--- config.mk ---
export PLATFORM = sky130hd
export DESIGN_NAME = instr_fetch
export DESIGN_NICKNAME = d
export VERILOG_FILES = /design/src/rtl/instr_fetch.sv
export SDC_FILE = /design/constraint.sdc
export NUM_CORES = 1
export LEC_CHECK = 0
export BUFFER_PORTS_ARGS = -buffer_cell sky130_fd_sc_hd__buf_2
export CAP_MARGIN = 20
export CORE_ASPECT_RATIO = 0.8
export CORE_MARGIN = 2
export CORE_UTILIZATION = 45
export DETAILED_ROUTE_END_ITERATION = 10
export PLACE_DENSITY_LB_ADDON = 0.08
export REMOVE_ABC_BUFFERS = 1
export SYNTH_ARGS = -nofsm -noshare
export SYNTH_HDL_FRONTEND = slang
export SYNTH_SLANG_ARGS = --single-unit
export TNS_END_PERCENT = 1
--- constraint.sdc ---
create_clock -name Clk -period 5.3 [get_ports Clk]
set_input_delay 1.06 -clock Clk [delete_from_list [all_inputs] [get_ports Clk]]
set_output_delay 1.06 -clock Clk [all_outputs]
set_load 0.03 [all_outputs]
--- src/rtl/instr_fetch.sv ---
// instr_fetch -- instruction fetch stage with a three-state request FSM.
//
// The fetch cycle runs IDLE -> FETCH -> HOLD -> FETCH. In FETCH the memory
// request is held at the current PC until IAck arrives. In HOLD the fetched
// word is presented downstream until the consumer accepts it (Stall=0). On
// accept the PC advances to the jump target, the branch target or PC+4, in
// that order of priority.
//
// Ports
//   Clk          in   1   rising-edge clock
//   Clrn         in   1   synchronous active-low reset
//   Stall        in   1   consumer not ready; hold the fetched instruction
//   Branch       in   1   take BranchTarget on next accept
//   BranchTarget in  32   branch destination
//   Jump         in   1   take JumpTarget on next accept (beats Branch)
//   JumpTarget   in  32   jump destination
//   IReq         out  1   instruction-memory request (registered)
//   IAddr        out 32   instruction-memory address (= PC)
//   IAck         in   1   memory response valid, IData valid same cycle
//   IData        in  32   instruction word from memory
//   Valid        out  1   Inst/Imm16/Se/PC4 hold a fetched instruction
//   Inst         out 32   fetched instruction register
//   Imm16        out 16   Inst[15:0], feeds the immediate extender
//   Se           out  1   1 = sign-extend, 0 = zero-extend (andi/ori/xori/lui)
//   PC4          out 32   address of the fetched instruction plus 4
module instr_fetch #(
  parameter logic [31:0] RESET_PC = 32'h0000_0000
) (
  input  logic        Clk,
  input  logic        Clrn,
  input  logic        Stall,
  input  logic        Branch,
  input  logic [31:0] BranchTarget,
  input  logic        Jump,
  input  logic [31:0] JumpTarget,
  output logic        IReq,
  output logic [31:0] IAddr,
  input  logic        IAck,
  input  logic [31:0] IData,
  output logic        Valid,
  output logic [31:0] Inst,
  output logic [15:0] Imm16,
  output logic        Se,
  output logic [31:0] PC4
);

  typedef enum logic [1:0] {
    IDLE  = 2'd0,
    FETCH = 2'd1,
    HOLD  = 2'd2
  } state_e;

  state_e      state_q, state_d;
  logic [31:0] pc_q, pc_d;
  logic [31:0] pc4_q, pc4_d;
  logic [31:0] inst_q, inst_d;
  logic        ireq_q, ireq_d;
  logic        valid_q, valid_d;
  logic [31:0] next_pc;

  // Jump beats Branch beats sequential; only consumed at an accept edge.
  always_comb begin
    next_pc = pc4_q;
    if (Jump) begin
      next_pc = JumpTarget;
    end else if (Branch) begin
      next_pc = BranchTarget;
    end
  end

  always_comb begin
    state_d = state_q;
    pc_d    = pc_q;
    pc4_d   = pc4_q;
    inst_d  = inst_q;
    ireq_d  = ireq_q;
    valid_d = valid_q;
    case (state_q)
      IDLE: begin
        state_d = FETCH;
        ireq_d  = 1'b1;
      end
      FETCH: begin
        if (IAck) begin
          inst_d  = IData;
          pc4_d   = pc_q + 32'd4;
          valid_d = 1'b1;
          ireq_d  = 1'b0;
          state_d = HOLD;
        end
      end
      HOLD: begin
        if (!Stall) begin
          // Targets are word-aligned by clearing the low two bits.
          pc_d    = next_pc & ~32'd3;
          valid_d = 1'b0;
          ireq_d  = 1'b1;
          state_d = FETCH;
        end
      end
      default: begin
        state_d = IDLE;
        ireq_d  = 1'b0;
      end
    endcase
  end

  always_ff @(posedge Clk) begin
    if (!Clrn) begin
      state_q <= IDLE;
      pc_q    <= RESET_PC;
      pc4_q   <= '0;
      inst_q  <= '0;
      ireq_q  <= 1'b0;
      valid_q <= 1'b0;
    end else begin
      state_q <= state_d;
      pc_q    <= pc_d;
      pc4_q   <= pc4_d;
      inst_q  <= inst_d;
      ireq_q  <= ireq_d;
      valid_q <= valid_d;
    end
  end

  assign IReq  = ireq_q;
  assign IAddr = pc_q;
  assign Valid = valid_q;
  assign Inst  = inst_q;
  assign PC4   = pc4_q;
  assign Imm16 = inst_q[15:0];
  // Opcodes 6'h0C..6'h0F share the prefix 4'b0011 and zero-extend.
  assign Se    = (inst_q[31:28] != 4'b0011);

endmodule

==> run summary <==
Diodes inserted -> 0
Synth cell types -> 45
ys flop type -> dfxtp_1
Max Cap Viol -> 0
final cell count without fillers -> 926
Reg-to-Reg Start -> IAddr[2]$_SDFFE_PN0P_
num ports -> 217
RR Endpoint -> PC4[28]$_SDFFE_PN0P_
synthesis-to-layout area growth -> 26.8%
Worst Hold Class -> flop to flop
Slew Viols, Final -> 0
Clk pin slew, worst setup/hold paths -> 0.07 ns
CTS tree -> done
number of global-route vias before repair -> 4,237
1st-iter DRT viols -> 201
top post-synthesis cells by area -> dfxtp_1 40%, nand2_1 13%, a21oi_1 7.8%
fraction of layout cells with a size suffix above 1 -> 30.4%
grt total ovfl -> 0
DRC -> 0
number of I/O port buffers -> 208
RSZ-0062 raised after global routing -> no
Post-CTS Hold Buffers -> 0
root buffer cell -> clkbuf_16
largest net degree at the start of global routing -> 62
post-route setup TNS -> 0 ns
Post-DP HPWL -> 9060 um
Register-to-Register Path Depth -> 5
Finished Cell Area -> 5960 um2
crit path DAT -> 2.86 ns
CP bufs+invs -> 2
Final setup viols -> 0
GRT Resource Usage Total -> 22.4%
ys async rst share -> 0%
PostCTS Resize Cnt -> 0
Seq cells post-synth -> 95
die area -> 11,300 um2
Yosys top cell by area -> dfxtp_1
Std-Cell Rows -> 33
average size of a mapped cell -> 7.61 um2
worst hold stages -> 2
die width -> 118 um
Placement Cell Area -> 5610 um2
CTS Buf Count -> 9
Min-Delay Endpoint -> Inst[22]$_SDFFE_PN0P_
hold_ws -> 0.452 ns
cell area after synthesis -> 4700 um2
via count -> 4,757
worst-path fanout max -> 57
Leakage -> 0.00261 uW
fmax -> 382 MHz
fraction of the yosys area taken by sequential cells -> 40.4%
Die Y -> 95.4 um
min-delay src -> Inst[22]$_SDFFE_PN0P_
vias per cell -> 5.14
CTS sink cnt -> 95
setup bufs post-CTS -> 0
status -> complete, no violations
Post-synth EDFFs -> 0
Clk Latency, worst-skew pair -> 0.34 ns
Placer Congestion -> 0.766
Tcrit/Tclk final -> 49.3%
Synth Instances -> 618
WL final -> 13,200 um
startpoint types -> primary input
CP required -> 5.55 ns
crit path cell chain -> buf_2, and3b_2, buf_4, o21ai_0, a211oi_1
H-tree depth -> 3
initial antenna violation count -> 0
core area -> 10,200 um2
fin crit period -> 2.62 ns
first-pass GRT wire length -> 20,700 um
Crit path max-delay family -> simple AND/OR/NAND/NOR gates
reg2reg setup slack -> 3.01 ns
Ys Warns -> 0
fillcell total -> 1,016
placed insts -> 908
starting density of the core -> 46.1%
worst-case clock buffer depth -> 2
Final Skew -> 0.00425 ns
Setup Crit Path Kind -> primary input to flop
drt first pass iters -> 4
maximum vdd drop -> 0.145 mV
Worst Max-Slew Pin Slew -> 1.01 ns
Slew headroom -> 32.9%
Crit-path slowest cell -> and3b_2
Worst setup EP type -> flop
Power Density -> 292 nW/um2
CP max stage delay -> 0.87 ns
WL/cell -> 14.2 um
Hold Vio Cnt, Final -> 0
post-route ant nets -> 0
Yosys top cell area share -> 40.4%
Nets -> 884
Tot Pwr -> 1740 uW
## through the flow
| stage | setup slack [ns] | utilization [%] |
|---|---|---|
| 2_1_floorplan | 2.17 | - |
| 3_3_place_gp | 2.35 | 55.0 |
| 3_5_place_dp | 2.32 | 55.0 |
| 4_1_cts | 2.68 | 58.2 |
| 5_1_grt | 2.49 | 58.5 |
| 6_report | 2.68 | 58.5 |
## final cells by class
class | count | area, um2 | share of cell area (%)
clock buffers | 10 | 229 | 3.84
clock inverters | 6 | 92.6 | 1.55
inverters | 7 | 26.3 | 0.441
multi-input cells | 455 | 2440 | 41.0
flip-flops and latches | 95 | 1900 | 31.9
well taps | 140 | 175 | 2.94
repair buffers | 213 | 1090 | 18.3
## logic make-up after synthesis
kind of cell    share of synthesized area (%)
buf+inv                                  7.85
mux                                      6.38
fa+ha+maj                               0.266
other cells                            0.0797
compound gates                           19.4
simple gates                             23.4
xor+xnor                                 2.23
flops                                    40.4
## metal layers
metal	global-route usage, %	vias to the layer above	wire length, um
li1	-	2439	-
met1	30.1	2176	6090
met2	36.7	133	6170
met3	5.62	9	798
met4	5.02	0	95
met5	0	-	0
## cells in the mapped netlist, types with 2 or more instances
master	number
xor2_1	4
a211oi_1	10
or2_2	3
nand3_1	11
a31oi_1	11
and3_1	2
a21oi_1	73
nand2_1	168
or4_1	8
mux2i_1	30
buf_6	3
inv_1	6
o31ai_1	9
buf_1	6
dfxtp_1	95
nor2_1	20
clkbuf_1	33
nor4_1	6
o41a_1	2
nand4_1	7
buf_4	21
nor3_1	3
xnor2_1	8
o21ai_0	53
nand3b_1	2
and2_1	3
and4_1	3
## cell usage in the layout, fill, tap and decap left out, drive strengths merged, types with 2 or more instances in the layout
cell type    n
o41a         2
o21ai       53
bufinv       2
a211oi      10
a21oi       73
and3         2
buf        213
o31ai        9
inv          8
or4          8
conb         4
dfxtp       95
and2         3
xor2         4
and4         4
nand2      168
nor2        20
nand4        8
a31oi       11
nor3         3
clkinvlp     2
nand3       11
or3          3
nand3b       2
clkbuf      10
mux2i       30
xnor2        8
or2          3
nor4         6
## how the worst max path moves through the flow
stage          startpoint                   end  slack (ns)  cells past startpoint
2_1_floorplan        IAck  PC4[30]$_SDFFE_PN0P_        2.17                      3
3_3_place_gp         IAck  PC4[31]$_SDFFE_PN0P_        2.35                      6
3_5_place_dp         IAck  PC4[31]$_SDFFE_PN0P_        2.32                      6
4_1_cts              IAck  PC4[31]$_SDFFE_PN0P_        2.68                      6
5_1_grt              IAck  PC4[29]$_SDFFE_PN0P_        2.49                      5
6_report             IAck  PC4[29]$_SDFFE_PN0P_        2.68                      5
## flip-flops by register name (all words and copies together), names as in the netlist
| register | flops |
|---|---|
| IAddr | 30 |
| Valid | 1 |
| Inst | 32 |
| PC4 | 30 |
| state_q | 2 |
## worst min-delay path, stage by stage (launching register included)
cell and delay [ns]:
dfxtp_1 0.31, nand2_1 0.05, a21oi_1 0.05
## power breakdown
group          total, uW  switching, uW  internal, uW
clock                696            280           416
sequential           773           26.8           746
combinational        275            180          94.5
Note: power is estimated with default switching activity, not from simulation.
